===== config.mk =====
export PLATFORM = sky130hd
export DESIGN_NAME = fifo_rd_packer
export DESIGN_NICKNAME = d
export VERILOG_FILES = /design/src/rtl/fifo_rd_pkg.sv /design/src/rtl/fifo_rd_outreg.sv /design/src/rtl/fifo_rd_packer.sv
export SDC_FILE = /design/constraint.sdc
export NUM_CORES = 1
export LEC_CHECK = 0
export ABC_AREA = 1
export CAP_MARGIN = 20
export CELL_PAD_IN_SITES_DETAIL_PLACEMENT = 0
export CELL_PAD_IN_SITES_GLOBAL_PLACEMENT = 2
export CORE_MARGIN = 3
export CORE_UTILIZATION = 31
export CTS_BUF_LIST = sky130_fd_sc_hd__clkbuf_8
export DETAILED_ROUTE_END_ITERATION = 8
export PLACE_DENSITY = 0.87
export SLEW_MARGIN = 20
export SYNTH_ARGS = -nofsm -noshare
export SYNTH_HDL_FRONTEND = slang
export SYNTH_SLANG_ARGS = --single-unit

===== constraint.sdc =====
create_clock -name rclk -period 2 [get_ports rclk]
set_clock_uncertainty 0.15 [all_clocks]
set_input_delay 0.4 -clock rclk [delete_from_list [all_inputs] [get_ports rclk]]
set_output_delay 0.4 -clock rclk [all_outputs]
set_load 0.005 [all_outputs]

===== src/rtl/fifo_rd_pkg.sv =====
// Shared helpers for the FIFO read-side packer: lane-count width and pack ratio legality.
package fifo_rd_pkg;

    // Width needed to hold a lane count in the range 0..ratio.
    function automatic int unsigned lanes_width(input int unsigned ratio);
        return $clog2(ratio + 1);
    endfunction

    function automatic bit ratio_legal(input int unsigned ratio);
        return (ratio >= 2) && (ratio <= 16);
    endfunction

endpackage


===== src/rtl/fifo_rd_outreg.sv =====
// Output holding register for packed words; loads only when free, drops valid on accept.
module fifo_rd_outreg #(
    parameter int unsigned data_w = 32,
    parameter int unsigned lane_w = 3
) (
    input  logic              clk,
    input  logic              rst,
    input  logic              load,
    input  logic [data_w-1:0] load_data,
    input  logic [lane_w-1:0] load_lanes,
    input  logic              load_last,
    input  logic              ready,
    output logic              free,
    output logic [data_w-1:0] data,
    output logic [lane_w-1:0] lanes,
    output logic              last,
    output logic              valid
);

    logic [data_w-1:0] data_q;
    logic [lane_w-1:0] lanes_q;
    logic              last_q;
    logic              valid_q;

    assign free  = ~valid_q | ready;
    assign data  = data_q;
    assign lanes = lanes_q;
    assign last  = last_q;
    assign valid = valid_q;

    // The producer only raises load while free, so a held word is never overwritten.
    always_ff @(posedge clk) begin
        if (rst) begin
            data_q  <= '0;
            lanes_q <= '0;
            last_q  <= 1'b0;
            valid_q <= 1'b0;
        end else if (load) begin
            data_q  <= load_data;
            lanes_q <= load_lanes;
            last_q  <= load_last;
            valid_q <= 1'b1;
        end else if (ready) begin
            valid_q <= 1'b0;
        end
    end

endmodule


===== src/rtl/fifo_rd_packer.sv =====
// Read-domain FIFO consumer: pops entries, packs pack_ratio of them per word, supports flush.
module fifo_rd_packer
    import fifo_rd_pkg::*;
#(
    parameter int unsigned data_size  = 8,
    parameter int unsigned pack_ratio = 4
) (
    input  logic                                  rclk,
    input  logic                                  rrst,
    input  logic                                  rempty,
    output logic                                  rinc,
    input  logic [data_size-1:0]                  r_data,
    input  logic                                  i_flush,
    output logic [data_size*pack_ratio-1:0]       o_data,
    output logic [lanes_width(pack_ratio)-1:0]    o_lanes,
    output logic                                  o_last,
    output logic                                  o_valid,
    input  logic                                  o_ready
);

    localparam int unsigned LaneW = lanes_width(pack_ratio);
    localparam int unsigned WordW = data_size * pack_ratio;
    localparam logic [LaneW-1:0] FullCnt = LaneW'(pack_ratio);

    if (!ratio_legal(pack_ratio)) begin : g_ratio_check
        $error("fifo_rd_packer: pack_ratio must be in 2..16");
    end

    logic [WordW-1:0] acc_q, acc_d, acc_fill;
    logic [LaneW-1:0] cnt_q, cnt_d, cnt_fill;
    logic             pend_q;
    logic             flush_q, flush_d;
    logic             out_free;
    logic             load;
    logic [LaneW-1:0] load_lanes;
    logic             load_last;

    // Count the in-flight pop so the accumulator never overflows.
    assign rinc = ~rrst & ~rempty & ~flush_q & ((cnt_q + LaneW'(pend_q)) < FullCnt);

    always_comb begin
        acc_fill = acc_q;
        cnt_fill = cnt_q;
        if (pend_q) begin
            for (int i = 0; i < int'(pack_ratio); i++) begin
                if (cnt_q == LaneW'(i)) begin
                    acc_fill[i*data_size +: data_size] = r_data;
                end
            end
            cnt_fill = cnt_q + LaneW'(1);
        end

        acc_d      = acc_fill;
        cnt_d      = cnt_fill;
        flush_d    = flush_q | i_flush;
        load       = 1'b0;
        load_lanes = cnt_fill;
        load_last  = 1'b0;

        if (cnt_fill == FullCnt) begin
            // A full word leaves nothing pending, so it also satisfies any flush.
            if (out_free) begin
                load      = 1'b1;
                load_last = flush_q | i_flush;
                flush_d   = 1'b0;
            end
        end else if (flush_q && !pend_q && out_free) begin
            load      = (cnt_q != '0);
            load_last = 1'b1;
            flush_d   = 1'b0;
        end

        // Clearing on load keeps unused lanes of the next partial word at zero.
        if (load) begin
            acc_d = '0;
            cnt_d = '0;
        end
    end

    always_ff @(posedge rclk) begin
        if (rrst) begin
            acc_q   <= '0;
            cnt_q   <= '0;
            pend_q  <= 1'b0;
            flush_q <= 1'b0;
        end else begin
            acc_q   <= acc_d;
            cnt_q   <= cnt_d;
            pend_q  <= rinc;
            flush_q <= flush_d;
        end
    end

    fifo_rd_outreg #(
        .data_w(WordW),
        .lane_w(LaneW)
    ) u_outreg (
        .clk       (rclk),
        .rst       (rrst),
        .load      (load),
        .load_data (acc_fill),
        .load_lanes(load_lanes),
        .load_last (load_last),
        .ready     (o_ready),
        .free      (out_free),
        .data      (o_data),
        .lanes     (o_lanes),
        .last      (o_last),
        .valid     (o_valid)
    );

endmodule


; ---- Word-level counts from Yosys, hierarchy flattened
; Index checks and enable logic that the tools add are counted.
[word_totals]
reg_bits = 74
in_bits = 13
wordCells = 48
[op_classes]
bitwise = 9
add_sub_neg = 2
n_eq_ne = 4
magnitude_cmp = 1
n_mux = 17
n_reduce_logical = 7
[ops]
columns = operator, n
row1 = two-way mux 32 bit, 1
row2 = two-way mux 8 bit, 4
row3 = two-way mux 1 bit, 11
row4 = "equality test 3 x 2 -> 1 bit, second input constant", 2
row5 = NOT 1 bit, 4
row6 = adder 3 x 1 -> 3 bit, 1
row7 = "adder 3 x 1 -> 3 bit, second input constant", 1
row8 = bitwise AND 1 bit, 3
row9 = "equality test 3 x 1 -> 1 bit, second input constant", 1
row10 = "equality test 3 bit, second input constant", 1
row11 = logical NOT 3 bit, 1
row12 = "less-than comparator 3 bit, second input constant", 1
row13 = two-way mux 3 bit, 1
row14 = nonzero test 3 bit, 1
row15 = logical AND 1 bit, 2
row16 = bitwise OR 1 bit, 2
row17 = nonzero test 2 bit, 1
row18 = OR reduction 2 bit, 1
row19 = logical NOT 1 bit, 1

; ---- Logic depth before layout (Yosys ltp)
[depth]
word_depth = 6
mapped_depth = 11
mapped_depth_nobuf = 10

; ---- Hierarchy
; A second synthesis with hierarchy kept.
[hier_totals]
hier_cells = 415
hier_area_um2 = 3151.8
[modules_own_cells]
columns = module, area_per_inst_um2, cells_per_inst, instances
row1 = fifo_rd_packer, 1724.2, 255, 1
row2 = fifo_rd_outreg, 1427.6, 160, 1

; ---- Worst setup path after synthesis
; No wires, ideal clock.
[synth_path]
path_kind = reg-to-reg
from = register cnt_q[0]
to = register u_outreg.last_q, in the netlist u_outreg.last
setup_slack_ns = 0.198
n_path_buf = 1
path_stages_with_launch = 12
t_arrival_ns = 1.536
cell_sequence = dfxtp_1 -> ha_1 -> ha_1 -> inv_1 -> nand2_1 -> nand2_2 -> nand3_2 -> nand2_2 -> nand2_4 -> buf_6 -> nor2_1 -> nor2_1
[synth_between]
elab_chain_len = 4
[synth_rtl]
columns = item, line
row1 = start: declaration, fifo_rd_packer.sv:30  ; logic [LaneW-1:0] cnt_q, cnt_d, cnt_fill;
row2 = start signal: assignment, fifo_rd_packer.sv:88  ; cnt_q <= cnt_d;
row3 = adder 3 x 1 -> 3 bit, fifo_rd_packer.sv:50  ; cnt_fill = cnt_q + LaneW'(1);
row4 = two-way mux 3 bit, fifo_rd_packer.sv:44  ; if (pend_q) begin
row5 = equality test 3 bit, fifo_rd_packer.sv:60  ; if (cnt_fill == FullCnt) begin
row6 = two-way mux 1 bit, fifo_rd_packer.sv:60
row7 = end signal: assignment, fifo_rd_outreg.sv:41  ; last_q <= load_last;
row8 = end: declaration, fifo_rd_outreg.sv:22  ; logic last_q;
; Parallel ways exist; a longest one is shown, timed or not.
; A chain may end at the register's enable or synchronous reset.

; ---- Worst setup path in the final report
[layout_path]
from = input rrst
to = output rinc
[layout_between]
elab_chain_len = 4
[layout_rtl]
columns = item, line
row1 = start: declaration, fifo_rd_packer.sv:9  ; input logic rrst,
row2 = NOT 1 bit, fifo_rd_packer.sv:39  ; assign rinc = ~rrst & ~rempty & ~flush_q & ((cnt_q + LaneW'(pend_q)) < FullCnt);
row3 = bitwise AND 1 bit (3 in a row), fifo_rd_packer.sv:39
row4 = end: declaration, fifo_rd_packer.sv:11  ; output logic rinc,
; No other way between the ends.

==> impl_results.html <==
<table>
<tr><th>Metric</th><th>Value</th></tr>
<tr><th colspan="2">Status</th></tr>
<tr><td>Outcome</td><td>finished clean</td></tr>
<tr><th colspan="2">STA</th></tr>
<tr><td>Min Hold Slack</td><td>0.332 ns</td></tr>
<tr><td>Final setup TNS</td><td>0 ns</td></tr>
<tr><td>Minimum clock period after layout</td><td>1.93 ns</td></tr>
<tr><td>Count of pins over their slew limit</td><td>0</td></tr>
<tr><td>Setup Viol. Count Final</td><td>0</td></tr>
<tr><td>Unrepaired setup endpoints after global routing</td><td>true</td></tr>
<tr><td>Maximum clock rate</td><td>518 MHz</td></tr>
<tr><td>Hold Violations, Final</td><td>0</td></tr>
<tr><td>Measured slew at the worst slew-check pin</td><td>0.513 ns</td></tr>
<tr><td>Relative slew slack</td><td>65.7%</td></tr>
<tr><td>Final critical-path share of the clock period</td><td>96.6%</td></tr>
<tr><th colspan="2">Placed design</th></tr>
<tr><td>Placer's final routability congestion estimate</td><td>0.745</td></tr>
<tr><td>Port-buffer cells</td><td>50</td></tr>
<tr><td>Total instance count after detailed placement</td><td>595</td></tr>
<tr><td>Placed Instance Area</td><td>3780 sq um</td></tr>
<tr><td>Post-DP HPWL</td><td>4960 um</td></tr>
<tr><th colspan="2">Power and ir drop</th></tr>
<tr><td>Logic gate share of total power</td><td>15.0%</td></tr>
<tr><td>Total power per unit cell area</td><td>851 nW/um^2</td></tr>
<tr><td>Portion of total power attributed to the clock network</td><td>39.1%</td></tr>
<tr><td>Leakage dissipation</td><td>0.00177 uW</td></tr>
<tr><td>Switching part of the total</td><td>24.3%</td></tr>
<tr><td>Part of the power in registers</td><td>45.9%</td></tr>
<tr><td>Int Pwr</td><td>2630 uW</td></tr>
<tr><td>P_sw</td><td>842 uW</td></tr>
<tr><td>Worst-case vdd ir drop</td><td>0.367 mV</td></tr>
<tr><th colspan="2">Die</th></tr>
<tr><td>Die H</td><td>106 um</td></tr>
<tr><td>Row count</td><td>35</td></tr>
<tr><td>Effective utilization at floorplan</td><td>32.7%</td></tr>
<tr><td>Width of the chip</td><td>106 um</td></tr>
<tr><td>Top-level I/O count</td><td>51</td></tr>
<tr><td>Standard cell core area</td><td>9460 sq um</td></tr>
<tr><td>Die Outline Area</td><td>11200 sq um</td></tr>
<tr><th colspan="2">GRT</th></tr>
<tr><td>Global-route met3 utilization</td><td>3.86%</td></tr>
<tr><td>Grt met1 use</td><td>17.3%</td></tr>
<tr><td>Met2 usage</td><td>22.3%</td></tr>
<tr><td>Largest net degree at the start of global routing</td><td>39</td></tr>
<tr><td>First-pass GRT wire length</td><td>12100 um</td></tr>
<tr><td>Via count of the first global-routing pass</td><td>2431</td></tr>
<tr><td>Total GRT Usage</td><td>13.8%</td></tr>
<tr><td>Initial antenna violation count</td><td>0</td></tr>
<tr><td>Sum of overflow across all layers after global routing</td><td>0</td></tr>
<tr><td>Global routing's busiest layer</td><td>met2</td></tr>
<tr><th colspan="2">Critical path</th></tr>
<tr><td>Path type of the worst setup path</td><td>in2out</td></tr>
<tr><td>Crit path capture type</td><td>output pin</td></tr>
<tr><td>Highest fanout seen on the critical path</td><td>2</td></tr>
<tr><td>Element type at the critical path start</td><td>input port</td></tr>
<tr><td>Required time of the critical path</td><td>1.45 ns</td></tr>
<tr><td>CP Data Arrival Time</td><td>1.38 ns</td></tr>
<tr><th colspan="2">Finish</th></tr>
<tr><td>Number of cells in the finished layout apart from fillers</td><td>613</td></tr>
<tr><td>Ant. Diodes</td><td>0</td></tr>
<tr><td>Area Overhead vs Synth</td><td>31.8%</td></tr>
<tr><td>Total non-filler cell area in the finished layout</td><td>4080 sq um</td></tr>
<tr><td>Ratio of cells with drive above 1 in the final layout</td><td>11.4%</td></tr>
<tr><td>Final net count</td><td>499</td></tr>
<tr><th colspan="2">Clock tree</th></tr>
<tr><td>CTS tree</td><td>yes</td></tr>
<tr><td>Clock transition at the registers of the reported paths</td><td>0.08 ns</td></tr>
<tr><td>Clock latency on the worst-skew pair</td><td>0.34 ns</td></tr>
<tr><td>Number of buffers created by CTS</td><td>9</td></tr>
<tr><td>Sink Count</td><td>74</td></tr>
<tr><td>Number of levels the H-tree was split into</td><td>3</td></tr>
<tr><td>Post-CTS Hold Fix Bufs</td><td>0</td></tr>
<tr><td>Root buffer cell</td><td>clkbuf_8</td></tr>
<tr><td>Clock Path Buffers</td><td>2</td></tr>
<tr><th colspan="2">Route</th></tr>
<tr><td>Routed wirelength normalized by instance count</td><td>11.9 um</td></tr>
<tr><td>Number of DRC violations after detailed-routing iteration 0</td><td>34</td></tr>
<tr><td>Aggregate routed wire length</td><td>7290 um</td></tr>
<tr><td>Detailed-router iteration count before antenna repair</td><td>4</td></tr>
<tr><td>Post-DRT Antenna Nets</td><td>0</td></tr>
<tr><td>Total via count after detailed routing</td><td>2642</td></tr>
<tr><td>Detail-routed via count per cell</td><td>4.31</td></tr>
<tr><td>Total DRC errors in the routed layout</td><td>0</td></tr>
<tr><th colspan="2">Synthesis</th></tr>
<tr><td>Mean post-synth cell area</td><td>7.31 sq um</td></tr>
<tr><td>Sequential area share after synthesis</td><td>47.9%</td></tr>
<tr><td>Most used standard cells in the synthesized netlist</td><td>nor2_1 (113), nand2_1 (77), dfxtp_1 (74)</td></tr>
<tr><td>Top-count cell post-synth</td><td>nor2_1</td></tr>
<tr><td>Post-Syn Area</td><td>3090 sq um</td></tr>
<tr><td>Async S/R FF share, synth</td><td>0%</td></tr>
<tr><td>Synth warn</td><td>0</td></tr>
<tr><td>Leading cell types by total area after synthesis</td><td>dfxtp_1 (48%), nor2_1 (14%), nand2_1 (9.3%)</td></tr>
<tr><td>Area share of the largest cell type after synthesis</td><td>47.9%</td></tr>
<tr><td>Distinct cells, synth</td><td>21</td></tr>
<tr><td>Synth Flop Type</td><td>dfxtp_1</td></tr>
<tr><td>Count of flip-flops with a built-in enable after synthesis</td><td>0</td></tr>
<tr><td>Flip-flop and latch count after synthesis</td><td>74</td></tr>
<tr><td>Syn nets</td><td>442</td></tr>
<tr><td>Synth area leader</td><td>dfxtp_1</td></tr>
<tr><td>Mapped Cells</td><td>423</td></tr>
<tr><th colspan="2">Min path</th></tr>
<tr><td>Worst min-delay path category</td><td>reg2reg</td></tr>
<tr><th colspan="2">Run</th></tr>
<tr><td>Count of maximum capacitance violations</td><td>0</td></tr>
</table>
[power groups by stage]
stage,sequential [uW],clock (uW),combinational (uW)
3_5_place_dp,1630,0,513
5_1_grt,1600,1480,588
4_1_cts,1590,1410,520
2_1_floorplan,1630,0,286
6_report,1590,1360,519
3_3_place_gp,1620,0,510
[flip-flops by register name, indices dropped and copies added, names as in the netlist]
| register | flops |
|---|---|
| acc_q | 32 |
| cnt_q | 3 |
| flush_q | 1 |
| pend_q | 1 |
| u_outreg.data | 32 |
| u_outreg.lanes | 3 |
| u_outreg.last | 1 |
| u_outreg.valid | 1 |
[path summary, 6_finish.rpt]
check,start,to,slack [ns],cells after the start
setup / recovery,rrst,rinc,0.07,5
hold / removal,u_outreg.data[29],u_outreg.data[29],0.33,2
setup reg to reg,cnt_q[0],u_outreg.data[13],0.09,11
hold reg to reg,u_outreg.data[29],u_outreg.data[29],0.33,2
[area by class of cell]
| type | instances | area [sq um] |
|---|---|---|
| Clock buffer | 9 | 124 |
| Clock inverter | 6 | 108 |
| Fill cell | 1045 | 5380 |
| Inverter | 46 | 173 |
| Multi-Input combinational cell | 281 | 1310 |
| Sequential cell | 74 | 1490 |
| Tap cell | 129 | 161 |
| Timing Repair Buffer | 68 | 709 |
[cells by family after synthesis]
group	Yosys count	share of synthesized area, %
AO/OA/AOI/OAI	35	5.66
adder cells (fa/ha/maj)	6	2.43
buffers and inverters	68	10.8
flip-flops	74	47.9
AND/OR/NAND/NOR	240	33.2
[critical path, cell delays in order]
cell,delay (ns)
clkdlybuf4s50_1,0.43
inv_1,0.10
nand2_2,0.06
nor4_2,0.24
buf_2,0.15
[metal layers]
metal / wire length (um) / vias to the layer above
li1: - / 1411
met1: 3540 / 1175
met2: 3390 / 51
met3: 311 / 5
met4: 52 / 0
met5: 0 / -
[placed cells by master, fill, tap and decap left out, types with 2 or more instances in the layout]
cell               n
clkdlybuf4s50_1   49
nand2_2            4
buf_12             6
nand3_4            2
nand2_4            3
ha_1               5
nor2_1           111
dfxtp_1           71
buf_4             11
clkbuf_8           9
inv_2              2
bufinv_16          3
nand2_1           75
o21ai_0           24
nand3_1           36
nand3_2            3
dfxtp_2            2
nor2_2             2
o21ai_1           10
inv_1             45
[timing repair]
action / in CTS / in global routing
setup buffers: 1 / 2
pin swaps: 1 / 3
cloned: 0 / 0
endpoints found under the setup margin: 3 / 40
gates resized for setup: 8 / 13
[through the flow]
stage / power [uW] / util (%) / setup slack (ns)
final: 3470 / 43.1 / 0.0684
after global placement: 2130 / 40.0 / -0.307
after CTS: 3520 / 42.5 / -0.000917
after detailed placement: 2140 / 40.0 / -0.321
after floorplan: 1910 / - / 0.198
after global routing: 3670 / 43.1 / -0.0396
Power figures use the tool's default switching activity.
